`config.mk`:
```
export PLATFORM = sky130hd
export DESIGN_NAME = fetch_stage_flat
export DESIGN_NICKNAME = d
export VERILOG_FILES = /design/src/rtl/cpu_pkg.sv /design/src/rtl/fetch_stage_if.sv /design/src/rtl/fetch_stage_if_id_reg.sv /design/src/rtl/fetch_stage.sv /design/src/flat_wrapper.sv
export SDC_FILE = /design/constraint.sdc
export NUM_CORES = 1
export LEC_CHECK = 0
export ABC_AREA = 1
export CORE_ASPECT_RATIO = 0.8
export CORE_MARGIN = 5
export CORE_UTILIZATION = 40
export CTS_BUF_LIST = sky130_fd_sc_hd__clkbuf_4 sky130_fd_sc_hd__clkbuf_8 sky130_fd_sc_hd__clkbuf_16
export CTS_CLUSTER_DIAMETER = 150
export DETAILED_ROUTE_END_ITERATION = 12
export PLACE_DENSITY = 0.84
export SYNTH_ARGS = -nofsm -noshare
export SYNTH_HDL_FRONTEND = slang
export SYNTH_HIERARCHICAL = 1
export SYNTH_SLANG_ARGS = --single-unit
```
`constraint.sdc`:
```
create_clock -name clk -period 1.3 [get_ports clk]
set_input_delay 0.13 -clock clk [delete_from_list [all_inputs] [get_ports clk]]
set_output_delay 0.13 -clock clk [all_outputs]
set_load 0.02 [all_outputs]
```
`src/rtl/cpu_pkg.sv`:
```
// Shared core-wide constants and the IF/ID pipeline record used by the fetch stage.
package cpu_pkg;

  localparam int unsigned       PC_W      = 10;
  localparam int unsigned       INSTR_W   = 32;
  localparam logic [31:0]       RESET_PC  = 32'd0;
  localparam logic [INSTR_W-1:0] NOP_INSTR = 32'h0000_0000;

  // PC fields are stored already zero-extended to the 32-bit output width
  typedef struct packed {
    logic [INSTR_W-1:0] instr;
    logic [31:0]        pc;
    logic [31:0]        pc_plus1;
    logic               valid;
  } if_id_t;

endpackage

```
`src/rtl/fetch_stage_if.sv`:
```
// Fetch-stage bus: hazard/redirect controls in, instruction-memory port, IF/ID outputs.
interface fetch_stage_if;
  import cpu_pkg::*;

  logic               stall_i;
  logic               flush_i;
  logic               redirect_i;
  logic [31:0]        redirect_target_i;
  logic [31:0]        imem_addr_o;
  logic [INSTR_W-1:0] imem_instr_i;
  logic [INSTR_W-1:0] if_id_instr_o;
  logic [31:0]        if_id_pc_o;
  logic [31:0]        if_id_pc_plus1_o;
  logic               if_id_valid_o;

  modport master (
    input  stall_i, flush_i, redirect_i, redirect_target_i, imem_instr_i,
    output imem_addr_o, if_id_instr_o, if_id_pc_o, if_id_pc_plus1_o, if_id_valid_o
  );

  modport slave (
    output stall_i, flush_i, redirect_i, redirect_target_i, imem_instr_i,
    input  imem_addr_o, if_id_instr_o, if_id_pc_o, if_id_pc_plus1_o, if_id_valid_o
  );

endinterface

```
`src/rtl/fetch_stage_if_id_reg.sv`:
```
// IF/ID pipeline register: bubble beats hold, hold beats load.
module if_id_reg
  import cpu_pkg::*;
#(
  parameter logic [INSTR_W-1:0] BUBBLE_INSTR = NOP_INSTR
) (
  input  logic   clk,
  input  logic   rst_n,
  input  logic   hold,
  input  logic   bubble,
  input  if_id_t d,
  output if_id_t q
);

  always_ff @(posedge clk or negedge rst_n) begin
    if (!rst_n) begin
      q.instr    <= BUBBLE_INSTR;
      q.pc       <= '0;
      q.pc_plus1 <= '0;
      q.valid    <= 1'b0;
    end else if (bubble) begin
      // a bubble leaves the PC fields untouched so a stale link base never leaks as valid
      q.instr <= BUBBLE_INSTR;
      q.valid <= 1'b0;
    end else if (!hold) begin
      q <= d;
    end
  end

endmodule

```
`src/rtl/fetch_stage.sv`:
```
// Instruction-fetch stage: PC register, next-PC selection, IF/ID capture.
// Optional FETCH_PERF_EN adds saturating fetch/stall counters.
module fetch_stage
  import cpu_pkg::*;
#(
  parameter int unsigned        PC_W      = cpu_pkg::PC_W,
  parameter logic [31:0]        RESET_PC  = cpu_pkg::RESET_PC,
  parameter logic [INSTR_W-1:0] NOP_INSTR = cpu_pkg::NOP_INSTR
) (
  input  logic           clk,
  input  logic           rst_n,
`ifdef FETCH_PERF_EN
  output logic [31:0]    fetch_count_o,
  output logic [31:0]    stall_count_o,
`endif
  fetch_stage_if.master  bus
);

  logic [PC_W-1:0] pc_p0;
  logic [PC_W-1:0] pc_plus1_p0;
  logic            capture;
  logic            hold;
  logic            bubble;
  if_id_t          if_id_d;
  if_id_t          if_id_p1;
  logic            unused_tgt_hi;

  assign pc_plus1_p0   = pc_p0 + PC_W'(1);
  assign unused_tgt_hi = ^bus.redirect_target_i[31:PC_W];

  // redirect overrides stall; flush only squashes when the pipe is moving
  assign hold    = bus.stall_i & ~bus.redirect_i;
  assign bubble  = bus.redirect_i | (bus.flush_i & ~bus.stall_i);
  assign capture = ~bus.redirect_i & ~bus.stall_i & ~bus.flush_i;

  // ---- stage 0: PC register and instruction-memory address ----
  always_ff @(posedge clk or negedge rst_n) begin
    if (!rst_n) begin
      pc_p0 <= RESET_PC[PC_W-1:0];
    end else if (bus.redirect_i) begin
      pc_p0 <= bus.redirect_target_i[PC_W-1:0];
    end else if (!bus.stall_i) begin
      pc_p0 <= pc_plus1_p0;
    end
  end

  assign bus.imem_addr_o = 32'(pc_p0);

  always_comb begin
    if_id_d          = '0;
    if_id_d.instr    = bus.imem_instr_i;
    if_id_d.pc       = 32'(pc_p0);
    if_id_d.pc_plus1 = 32'(pc_plus1_p0);
    if_id_d.valid    = 1'b1;
  end

  // ---- stage 1: IF/ID pipeline register ----
  if_id_reg #(
    .BUBBLE_INSTR (NOP_INSTR)
  ) u_if_id_reg (
    .clk    (clk),
    .rst_n  (rst_n),
    .hold   (hold),
    .bubble (bubble),
    .d      (if_id_d),
    .q      (if_id_p1)
  );

  assign bus.if_id_instr_o    = if_id_p1.instr;
  assign bus.if_id_pc_o       = if_id_p1.pc;
  assign bus.if_id_pc_plus1_o = if_id_p1.pc_plus1;
  assign bus.if_id_valid_o    = if_id_p1.valid;

`ifdef FETCH_PERF_EN
  function automatic logic [31:0] sat_inc(input logic [31:0] v);
    return (v == 32'hFFFF_FFFF) ? v : v + 32'd1;
  endfunction

  always_ff @(posedge clk or negedge rst_n) begin
    if (!rst_n) begin
      fetch_count_o <= '0;
      stall_count_o <= '0;
    end else begin
      if (capture) fetch_count_o <= sat_inc(fetch_count_o);
      if (hold)    stall_count_o <= sat_inc(stall_count_o);
    end
  end
`else
  logic unused_capture;
  assign unused_capture = capture;
`endif

endmodule

```
`src/flat_wrapper.sv`:
```
// flat-port wrapper written by rule: the top's interface ports become plain ports
module fetch_stage_flat import cpu_pkg::*;
#(
  parameter int unsigned        PC_W      = cpu_pkg::PC_W,
  parameter logic [31:0]        RESET_PC  = cpu_pkg::RESET_PC,
  parameter logic [INSTR_W-1:0] NOP_INSTR = cpu_pkg::NOP_INSTR
)
  (clk, rst_n, bus_stall_i, bus_flush_i, bus_redirect_i, bus_redirect_target_i, bus_imem_instr_i, bus_imem_addr_o, bus_if_id_instr_o, bus_if_id_pc_o, bus_if_id_pc_plus1_o, bus_if_id_valid_o);
  fetch_stage_if bus_i ();
  input  logic clk;
  input  logic rst_n;
  input wire logic [$bits(bus_i.stall_i)-1:0] bus_stall_i;
  input wire logic [$bits(bus_i.flush_i)-1:0] bus_flush_i;
  input wire logic [$bits(bus_i.redirect_i)-1:0] bus_redirect_i;
  input wire logic [$bits(bus_i.redirect_target_i)-1:0] bus_redirect_target_i;
  input wire logic [$bits(bus_i.imem_instr_i)-1:0] bus_imem_instr_i;
  output wire logic [$bits(bus_i.imem_addr_o)-1:0] bus_imem_addr_o;
  output wire logic [$bits(bus_i.if_id_instr_o)-1:0] bus_if_id_instr_o;
  output wire logic [$bits(bus_i.if_id_pc_o)-1:0] bus_if_id_pc_o;
  output wire logic [$bits(bus_i.if_id_pc_plus1_o)-1:0] bus_if_id_pc_plus1_o;
  output wire logic [$bits(bus_i.if_id_valid_o)-1:0] bus_if_id_valid_o;
  assign bus_i.stall_i = bus_stall_i;
  assign bus_i.flush_i = bus_flush_i;
  assign bus_i.redirect_i = bus_redirect_i;
  assign bus_i.redirect_target_i = bus_redirect_target_i;
  assign bus_i.imem_instr_i = bus_imem_instr_i;
  assign bus_imem_addr_o = bus_i.imem_addr_o;
  assign bus_if_id_instr_o = bus_i.if_id_instr_o;
  assign bus_if_id_pc_o = bus_i.if_id_pc_o;
  assign bus_if_id_pc_plus1_o = bus_i.if_id_pc_plus1_o;
  assign bus_if_id_valid_o = bus_i.if_id_valid_o;
  fetch_stage #(.PC_W(PC_W), .RESET_PC(RESET_PC), .NOP_INSTR(NOP_INSTR)) u_core (.clk(clk), .rst_n(rst_n), .bus(bus_i));
endmodule
```
# Word-level counts from Yosys, hierarchy flattened
# Index checks and enable logic that the tools add are counted.
# word_totals
ff_bits	63
in_bits	69
output_inout_bits	129
word_cells	21
# classes
add_sub_neg	1
eq_ne	2
muxes	5
n_bitwise	7
reduce_logical	1
# ops
op	n
2-to-1 mux 97 bit	1
2-to-1 mux 32 bit	1
2-to-1 mux 10 bit	2
adder 10 x 1 -> 10 bit, second input constant	1
inequality test 2 x 1 -> 1 bit, second input constant	2
NOT 1 bit	4
AND 1 bit	2
AND reduction 2 bit	1
2-to-1 mux 1 bit	1
OR 1 bit	1

# Depth between registers and ports, before layout
# Gate-level depths: netlist of run 1.
# logic_depth
ltp_word	5
depth_mapped	10
mapped_depth_nobuf	8

# By module
# The synthesis of run 1 kept the hierarchy.
# modules_own_cells
module	n_inst	cells_each	area_each_um2	seq_area_each_um2
if_id_reg	1	421	3829.9	2427.3
fetch_stage	1	127	879.6	250.2

# Least setup slack after synthesis of run 1
# No wires, ideal clock.
# synth_timing
path_kind	flip-flop to flip-flop
from	register u_core.pc_p0[1]
to	register u_core/u_if_id_reg/q[9] (netlist name)
arrival_ps	1322
t_required_ps	1177
slack_ps	-145
path_stages_with_launch	8
path_buffers	0
cell_sequence	dfrtp_1 ha_1 nand3_2 nor2_4 nand3_1 and2_1 nand2_1 nand2_1
# synth_via
elab_chain_cells	1
# synth_rtl
item	line_no	rtl
start, declared	fetch_stage.sv:19	logic [PC_W-1:0] pc_p0;
start signal, assigned	fetch_stage.sv:39	pc_p0 <= RESET_PC[PC_W-1:0];
start signal, assigned	fetch_stage.sv:41	pc_p0 <= bus.redirect_target_i[PC_W-1:0];
start signal, assigned	fetch_stage.sv:43	pc_p0 <= pc_plus1_p0;
adder 10 x 1 -> 10 bit	fetch_stage.sv:28	assign pc_plus1_p0 = pc_p0 + PC_W'(1);
via u_core.pc_plus1_p0[8]	fetch_stage.sv:20	logic [PC_W-1:0] pc_plus1_p0;
end, declared	fetch_stage_if_id_reg.sv:12	output if_id_t q
# The timed path passes the listed nets, and every way through them passes these cells.
# A chain may end at the register's enable or synchronous reset.

# Worst setup path after layout of run 1
# layout_timing
from	register u_core.pc_p0[0]
to	register u_core/u_if_id_reg/q[9] (netlist name)
# Same word-level chain as after synthesis.

==> results of run 1 <==
-- Yosys cell counts (all sizes together) --
master / instances / area, µm²
xnor2: 1 / 8.76
nand3: 45 / 235
buf: 42 / 302
dfrtp: 107 / 2680
nand2: 234 / 883
o22ai: 1 / 6.26
o211ai: 1 / 7.51
nor2: 4 / 37.5
ha: 1 / 12.5
a21oi: 1 / 5.00
o21ai: 69 / 345
conb: 2 / 7.51
o21bai: 3 / 22.5
inv: 19 / 71.3
clkbuf: 12 / 45.0
xor2: 2 / 17.5
and2: 4 / 25.0
-- power groups by stage --
stage	Combinational, mW	Clock, mW	Sequential [mW]
after floorplan	0.715	0	4.53
after global placement	2.46	0	4.06
after detailed placement	2.51	0	4.07
after CTS	2.23	2.69	3.99
after global routing	2.44	2.83	4.04
final	2.24	2.61	3.99
-- per-layer routing --
metal	part of all wire [%]	global-route usage, %
met5	0	0
met4	1.7	5.87
met3	6.6	4.32
met2	48	28.5
met1	43	24.5
-- worst min-delay path by stage --
stage | slack [ns] | from | end
after floorplan | -0.17 | rst_n | u_core/pc_p0[0]$_DFFE_PN0N_
after global placement | 0.07 | rst_n | u_core/u_if_id_reg/q[19]$_DFFE_PN0P_
after detailed placement | 0.07 | rst_n | u_core/u_if_id_reg/q[21]$_DFFE_PN0P_
after CTS | 0.24 | rst_n | u_core/u_if_id_reg/q[21]$_DFFE_PN0P_
after global routing | 0.27 | rst_n | u_core/u_if_id_reg/q[21]$_DFFE_PN0P_
final | 0.24 | rst_n | u_core/u_if_id_reg/q[21]$_DFFE_PN0P_
-- cells by family (layout without fill, tap and decap cells) --
family          after synthesis  in the layout
compound gates               75             75
buf+inv                      73            220
fa+ha+maj                     1              1
simple gates                287            287
xor+xnor                      3              3
flops                       107            107
other cells                   2             67
-- critical path, stage by stage (launching register included) --
cell     delay (ns)
dfrtp_2        0.44
ha_4           0.17
nand3_4        0.11
nor2_4         0.17
nand3_2        0.10
and2_4         0.14
nand2_2        0.05
nand2_1        0.05
-- layout make-up --
class,count,area (µm²)
clock buffers,10,239
clock inverters,6,47.5
fillers,1083,4640
inverters,19,71.3
multi-input cells,433,1910
flip-flops and latches,107,2680
well taps,148,185
repair buffers,185,1730
-- cell usage in the layout, fill, tap and decap left out, types with 4 or more instances in the layout --
cell type and n:
nand3_2 4, clkbuf_16 9, inv_1 16, nand2_1 228
dfrtp_2 5, dlygate4sd2_1 100, buf_12 9, o21ai_0 67
clkdlybuf4s50_1 45, dfrtp_1 102, nand3_1 40, buf_4 23
nand2_2 6, conb_1 67, clkbuf_2 5
-- metrics by stage --
stage / util [%] / hold slack [ns] / worst slack (ns) / total power, mW / TNS, ns
6_report: 59.7 / 0.236 / -0.0438 / 8.84 / -0.0472
4_1_cts: 59.4 / 0.244 / -0.0114 / 8.92 / -0.0196
5_1_grt: 59.7 / 0.274 / -0.134 / 9.32 / -0.531
3_5_place_dp: 58.0 / 0.0722 / -0.231 / 6.58 / -16.09
2_1_floorplan: - / -0.166 / -0.00205 / 5.25 / -0.00205
3_3_place_gp: 58.0 / 0.0652 / -0.148 / 6.52 / -11.72
-- repair_timing --
item                                   CTS  global route
buffers inserted                         0             3
pin swaps                                1             4
hold buffers                             1             0
resized for setup                      112            17
endpoints found under the hold margin   22             0
setup endpoints to repair              108            16
-- state kept, by name, summed over array words and instances, names as in the netlist --
| name | flops |
|---|---|
| u_core/u_if_id_reg/q | 97 |
| u_core/pc_p0 | 10 |
==> results.md, run 1 <==
- Slew Limit Fails: 0
- Post-Route Skew: about 0.0044 ns
- MaxCap Viol Count: 0
- DR pass1 iterations: 5
- Syn avg cell area: ~8.6 µm²
- Fin crit period: approximately 1.3 ns
- Setup crit end kind: register
- I/O pins: around 200
- Final Hold Fails: 0
- Reg2Reg Setup Slack: -0.04 ns
- Setup slack after layout: -0.0438 ns
- Leakage: 3.77 nW
- Largest family of logic cells by synthesized area: simple AND/OR/NAND/NOR gates
- # rows: 35
- CTS tree: done
- DRT antenna net count: 0
- Required @ worst endpoint: 1.53 ns
- WL final: around 13000 µm
- Synth Area in XOR/XNOR: 0.558%
- Worst Reg-to-Reg Cells: 7
- GPL Wtd Cong: 0.865
- Violated checks: negative setup slack
- # clock sinks: ~110
- Hold Path Class: in -> async
- Nets: 825
- Worst setup startpoint: u_core/pc_p0[0]$_DFFE_PN0N_
- Clk_lat worst skew: roughly 0.34 ns
- Drc violations: 0
- Die X-Extent: 131 µm
- Layout Cells excl Fill: 908
- Yosys reg bits: between 100 and 150
- Initial Util: about two fifths
- Post-route design area: roughly 0.0069 mm²
- Sequential share of power: a little under half
- Largest net degree at the start of global routing: 63
- Gate power share: between 20 and 30%
- Fraction of layout instances using a drive strength above 1: 10.3%
- Cell area after synthesis: roughly 0.0047 mm²
- Clock power share: 29.5%
- Dpl hpwl: 9150 µm
- Final setup viols: 2
- Vias in the first global route: ~4000
- Post-Synth Simple-Gate Area: between 20% and 30%
- Ant diodes: 0
- Grt ovf: 0
- Cell count after synthesis: between 500 and 600
- Number of CTS-inserted buffers: 9
- Avg WL per Cell: 13.8 µm
- Internal power consumption: around 6 mW
- Placed Cells incl. Taps: ~890
- GRT Total Usage: a little under a fifth
- Sequential-to-total area share from yosys stat: a little under three fifths
- Reg clk slew, reported paths: 0.07 ns
- Unrepaired setup endpoints after global routing: yes
- Crit Path Class: reg -> reg
- Die area: between 0.01 and 0.015 mm²
- Maximum vdd drop: about 0.00066 V
- Outcome: complete, but fails checks
- Worst Setup EP: u_core/u_if_id_reg/q[9]$_DFFE_PN0P_
- Drt via density: 4.60
- Initial drt markers: approximately 270
- Die height: around 110 µm
- Initial antenna violation count: 0
- Crit path max fanout: 5
- Root buffer cell: clkbuf_16
- Netlist cell types: 24
- Layout area overhead: 46.0%
- Max clock buf depth: 2
- Adder-Cell Fraction of Synth Area: less than 1%
- First-pass GRT wire length: 20800 µm
- Net Sw Power: roughly 2.9 mW
- Synthesis warning total: 6
- Startpoint types: register
- Post-synthesis mux area share: 0%
- PwrDens: 1290 mW/mm²
- Crit path DAT: between 1.5 and 2 ns
- Htree depth: 3
- RR Startpoint: u_core/pc_p0[0]$_DFFE_PN0N_
- DP Area: roughly 0.0067 mm²
- Reg-to-reg endpoint: u_core/u_if_id_reg/q[9]$_DFFE_PN0P_
- Number of buffers added on ports: 153
- Fmax: around 740 MHz
- DR vias: approximately 4200
- Core area: between 0.01 and 0.015 mm²
- Sw frac: approximately a third
- Synth Area in Compound Gates: under 10%
- Post-route clock period utilization: 103%
(Power assumes the default switching activity.)
==> run 2, diff against run 1 <==
- CTS_CLUSTER_DIAMETER: 150 -> 200
==> results of run 2 <==
Same layout as run 1: the final DEF is identical, and so are final timing and power.
